$ cat config.mk
export PLATFORM = sky130hd
export DESIGN_NAME = core_setup_loader
export DESIGN_NICKNAME = d
export VERILOG_FILES = /design/src/rtl/core_setup_loader_pkg.sv /design/src/rtl/core_setup_loader.sv
export SDC_FILE = /design/constraint.sdc
export NUM_CORES = 1
export LEC_CHECK = 0
export CAP_MARGIN = 20
export CORE_MARGIN = 2
export CORE_UTILIZATION = 44
export CTS_CLUSTER_SIZE = 8
export DETAILED_ROUTE_END_ITERATION = 16
export HOLD_SLACK_MARGIN = 0.08
export PLACE_DENSITY = 0.73
export SLEW_MARGIN = 40
export SYNTH_ARGS = -nofsm -noshare
export SYNTH_HDL_FRONTEND = slang
export SYNTH_SLANG_ARGS = --single-unit
$ cat constraint.sdc
create_clock -name clk -period 6.9 [get_ports clk]
set_input_delay 1.035 -clock clk [delete_from_list [all_inputs] [get_ports clk]]
set_output_delay 1.035 -clock clk [all_outputs]
set_load 0.02 [all_outputs]
$ cat src/rtl/core_setup_loader_pkg.sv
// core_setup_loader_pkg
//   Shared definitions for the boot/configuration sequencer: FSM state
//   encoding, default sizing and small state-decode helpers used both by the
//   RTL and by its testbench.
package core_setup_loader_pkg;

  // Sequencer states. Stream-consuming states are the two header states and
  // the two load states.
  typedef enum logic [2:0] {
    ST_IDLE      = 3'd0,
    ST_IMEM_HDR  = 3'd1,
    ST_IMEM_LOAD = 3'd2,
    ST_REG_HDR   = 3'd3,
    ST_REG_LOAD  = 3'd4,
    ST_LAUNCH    = 3'd5,
    ST_RUN       = 3'd6,
    ST_ERROR     = 3'd7
  } ldr_state_e;

  localparam int LDR_IMEM_WORDS = 1024;
  localparam int LDR_NUM_REGS   = 32;

  // States in which the loader accepts stream words.
  function automatic logic is_stream_state(input ldr_state_e s);
    return (s == ST_IMEM_HDR) || (s == ST_IMEM_LOAD) ||
           (s == ST_REG_HDR)  || (s == ST_REG_LOAD);
  endfunction

  // A sequence is in progress everywhere except the resting states.
  function automatic logic is_busy_state(input ldr_state_e s);
    return !((s == ST_IDLE) || (s == ST_RUN) || (s == ST_ERROR));
  endfunction

endpackage

$ cat src/rtl/core_setup_loader.sv
// core_setup_loader
//   Boot/configuration sequencer. Consumes a valid/ready word stream of the
//   form  N, instr[0..N-1], M, reg[1..M]  and drives the core's instruction
//   memory and register-file load ports, then presents the start PC and
//   releases the core from setup mode.
// Ports
//   clk, rst            clock, asynchronous active-high reset
//   i_start             begin a load sequence (IDLE/RUN/ERROR only)
//   i_boot_addr         start PC, sampled with i_start
//   i_s_valid/i_s_data  stream word in;  o_s_ready  loader accepts a word
//   o_setup             core held in setup mode
//   o_inst_mem_*        instruction-memory write port (byte address)
//   o_load_reg_*        register-file load port (x1..xM)
//   o_pc_start_addr     start PC to the core
//   o_busy, o_done, o_err  status: in progress, release pulse, sticky error
module core_setup_loader
  import core_setup_loader_pkg::*;
#(
  parameter int IMEM_WORDS = LDR_IMEM_WORDS,
  parameter int NUM_REGS   = LDR_NUM_REGS
) (
  input  logic        clk,
  input  logic        rst,
  input  logic        i_start,
  input  logic [31:0] i_boot_addr,
  input  logic        i_s_valid,
  input  logic [31:0] i_s_data,
  output logic        o_s_ready,
  output logic        o_setup,
  output logic        o_inst_mem_we,
  output logic [31:0] o_inst_mem_addr,
  output logic [31:0] o_inst_mem_data,
  output logic        o_load_reg_we,
  output logic [4:0]  o_load_reg_addr,
  output logic [31:0] o_load_reg_data,
  output logic [31:0] o_pc_start_addr,
  output logic        o_busy,
  output logic        o_done,
  output logic        o_err
);

  // Counter must be able to hold N itself (up to IMEM_WORDS).
  localparam int CNT_W = $clog2(IMEM_WORDS + 1);
  localparam logic [CNT_W-1:0] CNT_ONE = CNT_W'(1);

  ldr_state_e       state, state_nxt;
  logic [CNT_W-1:0] cnt, cnt_nxt, n_words, n_words_nxt;
  logic [4:0]       idx, idx_nxt, n_regs, n_regs_nxt;
  logic [31:0]      boot, boot_nxt;
  logic             xfer;

  logic             inst_we_nxt, reg_we_nxt, done_nxt, err_nxt;
  logic [31:0]      inst_addr_nxt, inst_data_nxt, reg_data_nxt, pc_nxt;
  logic [4:0]       reg_addr_nxt;

  assign xfer = i_s_valid & o_s_ready;

  always_ff @(posedge clk or posedge rst) begin
    if (rst) begin
      state   <= ST_IDLE;
      cnt     <= '0;
      n_words <= '0;
      idx     <= '0;
      n_regs  <= '0;
      boot    <= '0;
    end else begin
      state   <= state_nxt;
      cnt     <= cnt_nxt;
      n_words <= n_words_nxt;
      idx     <= idx_nxt;
      n_regs  <= n_regs_nxt;
      boot    <= boot_nxt;
    end
  end

  always_comb begin
    state_nxt     = state;
    cnt_nxt       = cnt;
    n_words_nxt   = n_words;
    idx_nxt       = idx;
    n_regs_nxt    = n_regs;
    boot_nxt      = boot;
    inst_we_nxt   = 1'b0;
    inst_addr_nxt = o_inst_mem_addr;
    inst_data_nxt = o_inst_mem_data;
    reg_we_nxt    = 1'b0;
    reg_addr_nxt  = o_load_reg_addr;
    reg_data_nxt  = o_load_reg_data;
    pc_nxt        = o_pc_start_addr;
    done_nxt      = 1'b0;
    err_nxt       = o_err;

    case (state)
      ST_IDLE, ST_RUN, ST_ERROR: begin
        if (i_start) begin
          state_nxt = ST_IMEM_HDR;
          boot_nxt  = i_boot_addr;
          err_nxt   = 1'b0;
        end
      end
      ST_IMEM_HDR: begin
        if (xfer) begin
          if (i_s_data > 32'(IMEM_WORDS)) begin
            state_nxt = ST_ERROR;
          end else if (i_s_data == 32'd0) begin
            state_nxt = ST_REG_HDR;
          end else begin
            state_nxt   = ST_IMEM_LOAD;
            cnt_nxt     = '0;
            n_words_nxt = i_s_data[CNT_W-1:0];
          end
        end
      end
      ST_IMEM_LOAD: begin
        if (xfer) begin
          inst_we_nxt   = 1'b1;
          inst_addr_nxt = 32'({cnt, 2'b00});
          inst_data_nxt = i_s_data;
          cnt_nxt       = cnt + CNT_ONE;
          if (cnt == n_words - CNT_ONE) state_nxt = ST_REG_HDR;
        end
      end
      ST_REG_HDR: begin
        if (xfer) begin
          if (i_s_data > 32'(NUM_REGS - 1)) begin
            state_nxt = ST_ERROR;
          end else if (i_s_data == 32'd0) begin
            state_nxt = ST_LAUNCH;
          end else begin
            state_nxt  = ST_REG_LOAD;
            idx_nxt    = 5'd1;
            n_regs_nxt = i_s_data[4:0];
          end
        end
      end
      ST_REG_LOAD: begin
        if (xfer) begin
          reg_we_nxt   = 1'b1;
          reg_addr_nxt = idx;
          reg_data_nxt = i_s_data;
          idx_nxt      = idx + 5'd1;
          if (idx == n_regs) state_nxt = ST_LAUNCH;
        end
      end
      ST_LAUNCH: begin
        // A misaligned start PC would fault the core on its first fetch.
        if (boot[1:0] != 2'b00) begin
          state_nxt = ST_ERROR;
        end else begin
          state_nxt = ST_RUN;
          done_nxt  = 1'b1;
        end
      end
      default: state_nxt = ST_IDLE;
    endcase

    // PC is presented during LAUNCH and held afterwards.
    if (state_nxt == ST_LAUNCH) pc_nxt = boot;
    if (state_nxt == ST_ERROR)  err_nxt = 1'b1;
  end

  // Output register stage: status flags are decodes of the next state so they
  // line up with the state register; strobes carry the accepted word.
  always_ff @(posedge clk or posedge rst) begin
    if (rst) begin
      o_s_ready       <= 1'b0;
      o_setup         <= 1'b1;
      o_busy          <= 1'b0;
      o_done          <= 1'b0;
      o_err           <= 1'b0;
      o_inst_mem_we   <= 1'b0;
      o_inst_mem_addr <= '0;
      o_inst_mem_data <= '0;
      o_load_reg_we   <= 1'b0;
      o_load_reg_addr <= '0;
      o_load_reg_data <= '0;
      o_pc_start_addr <= '0;
    end else begin
      o_s_ready       <= is_stream_state(state_nxt);
      o_setup         <= (state_nxt != ST_RUN);
      o_busy          <= is_busy_state(state_nxt);
      o_done          <= done_nxt;
      o_err           <= err_nxt;
      o_inst_mem_we   <= inst_we_nxt;
      o_inst_mem_addr <= inst_addr_nxt;
      o_inst_mem_data <= inst_data_nxt;
      o_load_reg_we   <= reg_we_nxt;
      o_load_reg_addr <= reg_addr_nxt;
      o_load_reg_data <= reg_data_nxt;
      o_pc_start_addr <= pc_nxt;
    end
  end

endmodule

* Word-level counts from Yosys, hierarchy flattened
Index checks and enable logic that the tools add are counted.
Word-level totals: register bits after elaboration 186, input bits 68, output and inout port bits 140
Cells by class: add/subtract/negate cells 3, magnitude comparators 2, equality and inequality tests 25, mux-type cells 31, bitwise gates (word level) 4, reductions and logical operators 23
Operators by type and width (count):
- 11-bit two-way mux | 4
- 32-bit by 11-bit > comparator with 1-bit output, second input constant | 1
- 32-bit by 5-bit > comparator with 1-bit output, second input constant | 1
- 32-bit zero test | 1
- 3-bit == test, second input constant | 8
- 3-bit two-way mux | 8
- 11-bit case mux with 2 select lines | 1
- 5-bit two-way mux | 4
- 3-bit case mux with 6 select lines | 1
- 2-bit inequality test, second input constant | 8
- 3-bit by 2-bit == test with 1-bit output, second input constant | 4
- 11-bit by 1-bit adder with 11-bit output, second input constant | 1
- 11-bit == test | 1
- 1-bit two-way mux | 11
- 11-bit by 1-bit subtractor with 11-bit output, second input constant | 1
- 5-bit case mux with 2 select lines | 1
- 5-bit AND reduction | 2
- 2-bit nonzero test | 5
- 2-bit AND reduction | 4
- 4-bit AND reduction | 2
- 3-bit by 1-bit == test with 1-bit output, second input constant | 2
- 3-bit zero test | 2
- 5-bit by 1-bit adder with 5-bit output, second input constant | 1
- 5-bit == test | 1
- 7 further kinds | 13

* Logic depth before layout (Yosys ltp)
word-level depth 9, gate-level depth with buffers 10, depth with buffers taken out 9

* Worst setup path before layout
OpenSTA, ideal clock, no wires.
path kind input to register, from input port i_s_data[6], to register o_pc_start_addr[0], setup time 0.125 ns, arrival time 2.974 ns, setup slack 3.800 ns, stages 8, path buffers 1, cells stage by stage or4_4 -> nor4_1 -> nand2_1 -> nand3_1 -> a31oi_4 -> a31oi_4 -> buf_6 -> mux2_4
Between the ends: word-level cells in the longest chain between the ends 6, elaborated cells on any way between the ends 11
Ends and longest elaborated chain:
- start: declaration | line core_setup_loader.sv:27 | input logic [31:0] i_s_data,
- parallel branches: the longest is 4 deep, another holds 32-bit by 5-bit > comparator with 1-bit output
- 3-bit case mux with 6 select lines (*) | line core_setup_loader.sv:93 | case (state)
- 3-bit == test (*) | line core_setup_loader.sv:158 | if (state_nxt == ST_LAUNCH) pc_nxt = boot;
- end signal: assignment | line core_setup_loader.sv:190 | o_pc_start_addr <= pc_nxt;
- end: declaration | line core_setup_loader.sv:36 | output logic [31:0] o_pc_start_addr,
Every way passes the cells marked *. A chain may end at the register's enable or synchronous reset.

* Final worst setup path
from input port i_s_valid, to register o_pc_start_addr[31]
Between the ends: word-level cells in the longest chain between the ends 4, elaborated cells on any way between the ends 7
Ends and longest elaborated chain:
- start: declaration | line core_setup_loader.sv:26 | input logic i_s_valid,
- 1-bit bitwise AND (*) | line core_setup_loader.sv:56 | assign xfer = i_s_valid & o_s_ready;
- 3-bit two-way mux (on tied branches)
- 3-bit case mux with 6 select lines (*) | line core_setup_loader.sv:93
- 3-bit == test (*) | line core_setup_loader.sv:158
Mark *: on every way between the ends. The rest lies on a longest branch, timed or not.

==> results.md <==
* Status: finished clean
* Initial core utilization at 44.7%
* Die Y at around 140 um
* Post-DP HPWL at 12400 um
* CP required at 7.21 ns
* Kind of critical path: in -> reg
* Commonest non-fill, non-tap cell in the layout: clkdlybuf4s50_1
* Gr busiest metal: met2
* Grt met2 use at between 30 and 40%
* Initial DRC count at 234
* Static Leak at 4.63 nW
* Reg clk slew, reported paths at 0.07 ns
* Post-synth EDFFs at 0
* Setup TNS at 0 ns
* Post-synthesis mux area share at 23.8%
* DRT antenna net count at 0
* Post-CTS Setup Inserts at 0
* Share of the yosys chip area belonging to registers at around three fifths
* Sequential power share at 37.6%
* Mean area per synthesized cell at ~14 um2
* Die footprint at around 19000 um2
* Slew margin rel. at 55.1%
* Internal Pwr Total at 3.12 mW
* Initial antenna violation count at 0
* Largest net degree at the start of global routing at 77
* Synth Warn # at 0
* RSZ-0062 raised after global routing: false
* Final Cycle Share at between 60 and 70%
* Largest family of logic cells by synthesized area: multiplexers
* H-Tree Depth at 4
* Cts repair resizes at 0
* Hold buffers post-CTS at 0
* Pin slew with the least headroom to its limit at a little under 0.7 ns
* Fin util at 59.7%
* Layout Nets at 821
* Grt total ovfl at 0
* DRT Pass-1 Iters at 4
* Core Area at ~18000 um2
* Worst Hold Class: reg -> reg
* Placement row count at 49
* Syn Inst Count at 559
* FF+latch count, synth at ~190
* Clock latency on the worst-skew pair at 0.43 ns
* Final Setup Violations at 0
* M3 GR Usage at 6.66%
* Final hold violations at 0
* Crit path capture type: flip-flop
* Final wirelength at 17800 um
* Arr. time, crit path at 4.66 ns
* CP Max Fanout at 48
* Crit path to: o_pc_start_addr[31]
* Synth Area in Simple Gates at under 10%
* First-pass GRT wire length at 29100 um
* Vias in the first global route at about 5400
* Achievable Freq at 230 MHz
* Launch point of the worst path: i_s_valid
* Logic pwr share at 41.7%
* Post-Syn Area at between 7000 and 8000 um2
* I/O Buffers at 186
* Antenna Cells at 0
* Synth Area in Compound Gates at roughly 2.8%
* Post-synth top flop: dfrtp_1
* Critical path startpoint category: primary input
* Placed cell count at 960
* Vias at ~5000
* Clk buf depth at 2
* Reg-to-Reg Start: state[0]
* RR Endpoint: o_pc_start_addr[31]
* Routability cong. at 0.863
* Fillers at 1415
* Slew Limit Fails at 0
* Clock power frac at about a fifth
* Top-level I/O count at 208
* Area Growth Syn to Fin at 33.6%
* Post-Layout Cell Count at 992
* Post-synth ARST share at 100%
* Most frequent cells in the layout: 186 x clkdlybuf4s50_1, 185 x dfrtp_1, 129 x mux2_2
* Root buf cell: clkbuf_16
* Post-Synth XOR/XNOR Area at 3.50%
* Distinct cells, synth at 52
* Dpl ws at 2.10 ns
* Vias per cell at a little over 5
* Synth Area in Adders at less than 1%
* CTS sink cnt at 186
* Reg2reg setup slack at 3.26 ns
* Net Sw Frac at 34.3%
* Worst vdd ir at approximately 0.3 mV
* Clock skew at 0.0162 ns
* Power Density at 444 nW/um2
* GRT met1 Usage at between 20% and 30%
* FF-to-FF path depth at 8
* TritonCTS Buffers at 17
* Setup slack after layout at 2.55 ns
* Total Power at about 4.7 mW
* Number of max-cap violations at 0
* Sw Pwr at 1.63 mW
* GRT Resource Usage Total at 19.0%
* Drt wl/cell at 17.9 um
* Min cycle time layout at about 4.3 ns
* # DRC at 0
* Share of cells above drive strength 1 at roughly 28%
* CTS tree: done
* Die width at 139 um
worst min path at each step:
stage                         from             endpoint  slack [ns]  cells past startpoint
final                     boot[30]  o_pc_start_addr[30]        0.49                      1
after floorplan            boot[1]               o_done        0.44                      1
after CTS                 boot[30]  o_pc_start_addr[30]        0.50                      1
after global placement    boot[30]  o_pc_start_addr[30]        0.48                      1
after detailed placement  boot[30]  o_pc_start_addr[30]        0.49                      1
after global routing      boot[13]  o_pc_start_addr[13]        0.51                      1
state kept, by name, summed over array words and instances (netlist names), 3 cells and up:
register,flops
boot,32
o_inst_mem_data,32
o_load_reg_data,32
o_pc_start_addr,32
cnt,11
n_words,11
o_inst_mem_addr,11
idx,5
n_regs,5
o_load_reg_addr,5
state,3
logic make-up after synthesis:
family | Yosys count
AOI/OAI and AO/OA | 26
xor gates and xnor gates | 32
adders and majority gates | 3
buffers and inverters | 49
DFF | 186
muxes | 159
other | 1
and+or+nand+nor | 103
final cells by class:
type | count | area (um2) | share of cell area [%]
multi-input cells | 344 | 3150 | 29.5
inverters | 7 | 31.3 | 0.293
repair buffers | 194 | 1960 | 18.3
clock inverters | 15 | 178 | 1.66
well taps | 229 | 287 | 2.68
flip-flops and latches | 186 | 4660 | 43.6
clock buffers | 17 | 425 | 3.98
worst max-delay path, cell delays in order:
cell	delay, ns
clkdlybuf4s50_1	0.51
nand2_1	0.22
nor4b_4	0.26
buf_4	0.55
nand4_1	0.15
nor4_1	0.32
nand4_1	0.26
a31oi_4	0.45
buf_4	0.50
mux2_2	0.39
metal layers:
layer	wire length, um	part of all wire [%]
met3	1280	7.2
met1	7840	44
met4	199	1.1
met5	0	0
met2	8470	48
cells in the mapped netlist, types with 4 or more instances:
library cell,n,area share (%)
mux2_2,129,18
nand2_1,18,0.84
a21oi_1,4,0.25
nor3_1,11,0.69
nor2_1,21,0.99
buf_6,4,0.56
nand3_1,8,0.50
o21ai_0,6,0.38
xor2_1,11,1.2
clkbuf_1,15,0.70
inv_1,7,0.33
nor4_1,9,0.70
dfrtp_1,185,58
xnor2_1,21,2.3
mux2_4,30,5.6
nand4_1,8,0.63
buf_4,21,2.0
per-stage QoR:
stage	cell area [um2]	hold WS (ns)
3_5_place_dp	10100	0.487
3_3_place_gp	10000	0.479
6_report	10700	0.493
5_1_grt	10700	0.514
4_1_cts	10700	0.500
2_1_floorplan	8070	0.445
power groups by stage:
stage / clock network [mW] / registers, mW / logic [mW]
final: 0.984 / 1.78 / 1.98
after global routing: 1.06 / 1.84 / 2.10
after CTS: 1.01 / 1.79 / 2.00
after detailed placement: 0 / 1.80 / 1.99
after global placement: 0 / 1.77 / 1.93
after floorplan: 0 / 2.10 / 0.829
Power figures use the tool's default switching activity.
